File: src/rtl/stream_demux_1to2_if.sv
`default_nettype none
// ============================================================================
// Module      : stream_demux_1to2_if
// Description : Handshake bundle for the 1-to-2 word demultiplexer.
//               Carries the input stream (valid/ready/data/sel), both output
//               streams (valid/ready/data) and the two per-output word counts.
//               slave  : seen from the demultiplexer
//               master : seen from the environment driving it
// Revision    : 1.0 - initial release
// ============================================================================
interface stream_demux_1to2_if #(
    parameter int WIDTH = 32,
    parameter int CNT_W = 16
);
    logic             in_valid;
    logic             in_ready;
    logic [WIDTH-1:0] in_data;
    logic             in_sel;

    logic             out0_valid;
    logic             out0_ready;
    logic [WIDTH-1:0] out0_data;

    logic             out1_valid;
    logic             out1_ready;
    logic [WIDTH-1:0] out1_data;

    logic [CNT_W-1:0] cnt0;
    logic [CNT_W-1:0] cnt1;

    modport slave (
        input  in_valid, in_data, in_sel, out0_ready, out1_ready,
        output in_ready, out0_valid, out0_data, out1_valid, out1_data,
               cnt0, cnt1
    );

    modport master (
        output in_valid, in_data, in_sel, out0_ready, out1_ready,
        input  in_ready, out0_valid, out0_data, out1_valid, out1_data,
               cnt0, cnt1
    );
endinterface
`default_nettype wire

File: src/rtl/stream_demux_1to2.sv
`default_nettype none
// ============================================================================
// Module      : stream_demux_1to2
// Description : Registered 1-to-2 demultiplexer for WIDTH-bit words.
//               Each accepted word is steered by in_sel into a one-entry
//               holding register in front of out0 or out1, so one output can
//               stall while the other keeps draining. A per-output counter
//               tracks how many words were accepted for that output.
// Ports       : clk    - rising-edge clock
//               rst_n  - synchronous reset, active low
//               bus    - stream_demux_1to2_if.slave:
//                        in_valid/in_ready/in_data/in_sel  input stream
//                        out0_valid/out0_ready/out0_data    output 0 stream
//                        out1_valid/out1_ready/out1_data    output 1 stream
//                        cnt0/cnt1                          accepted-word counts
// Revision    : 1.0 - initial release
// ============================================================================
module stream_demux_1to2 #(
    parameter int WIDTH = 32,
    parameter int CNT_W = 16
) (
    input  wire                   clk,
    input  wire                   rst_n,
    stream_demux_1to2_if.slave    bus
);

    // ------------------------------------------------------------------------
    // Holding registers and counters
    // ------------------------------------------------------------------------
    logic             out0_valid_q, out0_valid_d;
    logic [WIDTH-1:0] out0_data_q,  out0_data_d;
    logic [CNT_W-1:0] cnt0_q,       cnt0_d;

    logic             out1_valid_q, out1_valid_d;
    logic [WIDTH-1:0] out1_data_q,  out1_data_d;
    logic [CNT_W-1:0] cnt1_q,       cnt1_d;

    // ------------------------------------------------------------------------
    // Input handshake
    // ------------------------------------------------------------------------
    logic sel_full;     // selected holding register currently occupied
    logic sel_drain;    // selected holding register empties this edge
    logic in_ready;
    logic accept;
    logic load0;
    logic load1;
    logic drain0;
    logic drain1;

    // Only the selected path gates the input; a stall on the other output
    // never blocks a word headed elsewhere.
    always_comb begin
        sel_full  = bus.in_sel ? out1_valid_q : out0_valid_q;
        sel_drain = bus.in_sel ? bus.out1_ready : bus.out0_ready;
        in_ready  = rst_n & (~sel_full | sel_drain);
        accept    = bus.in_valid & in_ready;
        load0     = accept & ~bus.in_sel;
        load1     = accept &  bus.in_sel;
        drain0    = out0_valid_q & bus.out0_ready;
        drain1    = out1_valid_q & bus.out1_ready;
    end

    // ------------------------------------------------------------------------
    // Output 0 next state
    // A load takes priority over a drain: when the register drains and is
    // refilled on the same edge it simply stays valid with the new word,
    // giving one word per cycle of throughput.
    // ------------------------------------------------------------------------
    always_comb begin
        out0_valid_d = out0_valid_q;
        out0_data_d  = out0_data_q;
        cnt0_d       = cnt0_q;
        if (load0) begin
            out0_valid_d = 1'b1;
            out0_data_d  = bus.in_data;
            cnt0_d       = cnt0_q + CNT_W'(1);   // wraps naturally
        end else if (drain0) begin
            // Data is left in place after a drain; only valid drops.
            out0_valid_d = 1'b0;
        end
    end

    // ------------------------------------------------------------------------
    // Output 1 next state (same rules as output 0)
    // ------------------------------------------------------------------------
    always_comb begin
        out1_valid_d = out1_valid_q;
        out1_data_d  = out1_data_q;
        cnt1_d       = cnt1_q;
        if (load1) begin
            out1_valid_d = 1'b1;
            out1_data_d  = bus.in_data;
            cnt1_d       = cnt1_q + CNT_W'(1);
        end else if (drain1) begin
            out1_valid_d = 1'b0;
        end
    end

    // ------------------------------------------------------------------------
    // State registers
    // ------------------------------------------------------------------------
    always_ff @(posedge clk) begin
        if (!rst_n) begin
            out0_valid_q <= 1'b0;
            out0_data_q  <= '0;
            cnt0_q       <= '0;
            out1_valid_q <= 1'b0;
            out1_data_q  <= '0;
            cnt1_q       <= '0;
        end else begin
            out0_valid_q <= out0_valid_d;
            out0_data_q  <= out0_data_d;
            cnt0_q       <= cnt0_d;
            out1_valid_q <= out1_valid_d;
            out1_data_q  <= out1_data_d;
            cnt1_q       <= cnt1_d;
        end
    end

    // ------------------------------------------------------------------------
    // Output mapping
    // ------------------------------------------------------------------------
    assign bus.in_ready   = in_ready;
    assign bus.out0_valid = out0_valid_q;
    assign bus.out0_data  = out0_data_q;
    assign bus.out1_valid = out1_valid_q;
    assign bus.out1_data  = out1_data_q;
    assign bus.cnt0       = cnt0_q;
    assign bus.cnt1       = cnt1_q;

endmodule
`default_nettype wire

File: src/flat_wrapper.sv
// flat-port wrapper written by rule: the top's interface ports become plain ports
module stream_demux_1to2_flat 
#(
    parameter int WIDTH = 32,
    parameter int CNT_W = 16
)
  (clk, rst_n, bus_in_valid, bus_in_data, bus_in_sel, bus_out0_ready, bus_out1_ready, bus_in_ready, bus_out0_valid, bus_out0_data, bus_out1_valid, bus_out1_data, bus_cnt0, bus_cnt1);
  stream_demux_1to2_if #(.WIDTH(WIDTH), .CNT_W(CNT_W)) bus_i ();
  input  wire clk;
  input  wire rst_n;
  input wire logic [$bits(bus_i.in_valid)-1:0] bus_in_valid;
  input wire logic [$bits(bus_i.in_data)-1:0] bus_in_data;
  input wire logic [$bits(bus_i.in_sel)-1:0] bus_in_sel;
  input wire logic [$bits(bus_i.out0_ready)-1:0] bus_out0_ready;
  input wire logic [$bits(bus_i.out1_ready)-1:0] bus_out1_ready;
  output wire logic [$bits(bus_i.in_ready)-1:0] bus_in_ready;
  output wire logic [$bits(bus_i.out0_valid)-1:0] bus_out0_valid;
  output wire logic [$bits(bus_i.out0_data)-1:0] bus_out0_data;
  output wire logic [$bits(bus_i.out1_valid)-1:0] bus_out1_valid;
  output wire logic [$bits(bus_i.out1_data)-1:0] bus_out1_data;
  output wire logic [$bits(bus_i.cnt0)-1:0] bus_cnt0;
  output wire logic [$bits(bus_i.cnt1)-1:0] bus_cnt1;
  assign bus_i.in_valid = bus_in_valid;
  assign bus_i.in_data = bus_in_data;
  assign bus_i.in_sel = bus_in_sel;
  assign bus_i.out0_ready = bus_out0_ready;
  assign bus_i.out1_ready = bus_out1_ready;
  assign bus_in_ready = bus_i.in_ready;
  assign bus_out0_valid = bus_i.out0_valid;
  assign bus_out0_data = bus_i.out0_data;
  assign bus_out1_valid = bus_i.out1_valid;
  assign bus_out1_data = bus_i.out1_data;
  assign bus_cnt0 = bus_i.cnt0;
  assign bus_cnt1 = bus_i.cnt1;
  stream_demux_1to2 #(.WIDTH(WIDTH), .CNT_W(CNT_W)) u_core (.clk(clk), .rst_n(rst_n), .bus(bus_i));
endmodule
File: config.mk
export PLATFORM = sky130hd
export DESIGN_NAME = stream_demux_1to2_flat
export DESIGN_NICKNAME = d
export VERILOG_FILES = /design/src/rtl/stream_demux_1to2_if.sv /design/src/rtl/stream_demux_1to2.sv /design/src/flat_wrapper.sv
export SDC_FILE = /design/constraint.sdc
export NUM_CORES = 1
export LEC_CHECK = 0
export BUFFER_PORTS_ARGS = -buffer_cell sky130_fd_sc_hd__buf_2
export CAP_MARGIN = 25
export CORE_MARGIN = 10
export CORE_UTILIZATION = 55
export CTS_BUF_LIST = sky130_fd_sc_hd__clkbuf_4
export CTS_CLUSTER_SIZE = 8
export DETAILED_ROUTE_END_ITERATION = 7
export PLACE_DENSITY_LB_ADDON = 0.05
export SYNTH_ARGS = -nofsm -noshare
export SYNTH_HDL_FRONTEND = slang
export SYNTH_SLANG_ARGS = --single-unit
export TNS_END_PERCENT = 5
File: constraint.sdc
create_clock -name clk -period 3.9 [get_ports clk]
set_input_delay 0.39 -clock clk [delete_from_list [all_inputs] [get_ports clk]]
set_output_delay 0.39 -clock clk [all_outputs]
set_load 0.005 [all_outputs]
==> flow_summary_export.csv <==
group,metric,value,unit
sta,min_period,1.88,ns
synthesis,synth_top_cell_by_area,"dfxtp_1",
synthesis,synth-compound-area-share,0.136,
clocking,clock_latency,0.43,ns
synthesis,ys_ff_latch,98,
critical_path,worstPathArrival,2.26,ns
critical_path,path_max_fanout,8,
place,routabilityCongestion,0.842,
synthesis,ys_seq_area_frac,0.519,
power_and_ir_drop,ir_drop,0.000284,V
critical_path,critPathLaunchType,"register",
route,vias,3586,
clocking,clock-sinks,98,
sta,setup_tns,0,ns
clocking,cts_tree,"done",
synthesis,ys.flop_type,"dfxtp_1",
clocking,path_clk_slew,0.16,ns
clocking,cts_resized,0,
floorplan,dieArea,10600,um^2
sta,slew_viol_final,0,
outcome,status,"finished, final reports clean",
synthesis,syn_avg_cell_area,8.17,um^2
place,pre_cts_ws,1.81,ns
synthesis,synth_top_family_by_area,"simple AND/OR/NAND/NOR gates",
final_layout,layout_common_cells,"nand2_1 (145), buf_2 (136), dfxtp_1 (98)",
synthesis,synth_area,3780,um^2
synthesis,async_reset_ff_frac,0,
critical_path,critPathKind,"reg -> reg",
synthesis,synthSimpleGateAreaFrac,0.259,
place,hpwl,7350,um
sta,setup_ws,2.02,ns
hold_path,hp-class,"in -> reg",
floorplan,ios,137,
synthesis,synth_cell_types,40,
power_and_ir_drop,finalPower,1.74,mW
final_layout,seq_area,1960,um^2
final_layout,final_net_count,625,
route,drc,0,
global_routing,grt_pass1_vias,3449,
clocking,cts_made_buffers,9,
floorplan,fp-row-count,30,
sta,fin_crit_sh,0.483,
clocking,post_cts_buffers,0,
place,io_buffers,136,
clocking,ctsHoldBuffers,0,
job,drv_cap,0,
floorplan,initial_core_util,0.560,
synthesis,synth_enable_flop_cells,0,
route,firstDrtPassIters,4,
route,drtIter0Drc,185,
floorplan,die_w,103,um
sta,rsz0062_at_grt,"no",
final_layout,multiInputGateArea,1680,um^2
power_and_ir_drop,power_density,374,nW/um^2
sta,skew,0.0114,ns
clocking,cts-root-buf,"clkbuf_4",
global_routing,antenna_found_initial,0,
floorplan,core_area,6760,um^2
critical_path,cp-end-kind,"register",
synthesis,synth_area_leaders,"dfxtp_1 (52%), nand2_1 (14%), a21oi_1 (10%)",
sta,finalHoldWorstSlack,0.181,ns
final_layout,drive_gt1_frac,0.276,
synthesis,synth_top_area_frac,0.519,
final_layout,final_util,0.690,
synthesis,syn-instance-count,463,
route,ant_nets,0,
synthesis,syn_nets,503,
route,viasPerCell,5.35,
sta,fmax,531,MHz
final_layout,syn_to_final_growth,23.2,%
route,avgRoutedWirePerCell,15.4,um
global_routing,overflow,0,
sta,slew_headroom,0.589,
sta,final-setup-viol-count,0,
power_and_ir_drop,power_leakage,2.01,nW
final_layout,diodes,0,
clocking,h-tree-depth,3,
critical_path,required,4.28,ns
final_layout,final_common_cell,"nand2_1",
sta,finalHoldViolCount,0,
synthesis,synth_xor_area_frac,0.0301,
global_routing,grt_pass1_wl,16300,um
sta,worst_pin_slew,0.616,ns
global_routing,grt_max_degree,63,
synthesis,synth_fa_ha_area_frac,0.00661,
synthesis,ys.warnings.count,0,
synthesis,muxShareOfSynthArea,0.0106,
clocking,clockBufferDepth,2,
floorplan,die_y,103,um
route,wirelength,10300,um
final_layout,n_fill_cell,607,
global_routing,grt.total_usage,0.191,
==> registers in the layout, indices dropped and copies added, names as in the netlist <==
signal	flops
u_core.bus.out0_data	32
u_core.bus.out1_data	32
u_core.bus.cnt0	16
u_core.bus.cnt1	16
u_core.bus.out0_valid	1
u_core.bus.out1_valid	1
==> cells in the mapped netlist, types with 5 or more instances <==
master      n
a21oi_1    78
clkbuf_1   26
dfxtp_1    98
inv_1       5
nand2_1   145
nand3_1    11
nand4_1     7
nor2_1     15
o31ai_1     6
or3_1       6
or4_1       6
xnor2_1     8
xor2_1      5
==> layer usage <==
metal  up-vias  global-route usage  wire length [um]
met2       100               0.310              5080
met5         -                   0                 0
met3         6              0.0824              1060
met1      1668               0.222              4130
met4         0              0.0578                65
li1       1812                   -                 -
==> metrics by stage <==
step / std cells / cell area [um^2]
2_1_floorplan: 463 / 3780
3_3_place_gp: 652 / 4470
3_5_place_dp: 653 / 4500
4_1_cts: 669 / 4640
5_1_grt: 670 / 4660
6_report: 670 / 4660
==> kinds of logic (layout without fill, tap and decap cells) <==
logic type | Yosys count | after routing
AO/OA/AOI/OAI | 95 | 95
XOR/XNOR | 13 | 13
adder cells (fa/ha/maj) | 2 | 2
buffers and inverters | 36 | 163
flip-flops | 98 | 98
multiplexers | 4 | 4
AND/OR/NAND/NOR | 215 | 215
==> area by class of cell <==
type	count	share of cell area
repair buffers	142	0.163
well taps	80	0.0215
clock inverters	6	0.0140
clock buffers	10	0.0161
flip-flops and latches	98	0.421
inverters	5	0.00403
multi-input cells	329	0.361
==> path summary, 6_finish.rpt <==
path / start / endpoint / slack (ns) / depth (start not counted)
worst min-delay path: bus_in_data[7] / u_core.bus.out0_data[7]$_SDFFE_PN0P_ / 0.18 / 3
worst max register to register: u_core.bus.cnt0[0]$_SDFFE_PN0P_ / u_core.bus.cnt0[12]$_SDFFE_PN0P_ / 2.02 / 5
worst min register to register: u_core.bus.out1_data[16]$_SDFFE_PN0P_ / u_core.bus.out1_data[16]$_SDFFE_PN0P_ / 0.46 / 2
worst max-delay path: u_core.bus.cnt0[0]$_SDFFE_PN0P_ / u_core.bus.cnt0[12]$_SDFFE_PN0P_ / 2.02 / 5
==> critical path, cell delays in order, from the launching register on <==
cell	delay [ns]
dfxtp_1	0.46
ha_1	0.20
and4b_1	0.26
nand3_1	0.24
or4_1	0.52
a21oi_1	0.16
==> power by group <==
part	internal, mW	switching (mW)
Clock	0.206	0.338
Sequential	1.03	0.0158
Combinational	0.0619	0.0907
(Power assumes the default switching activity.)
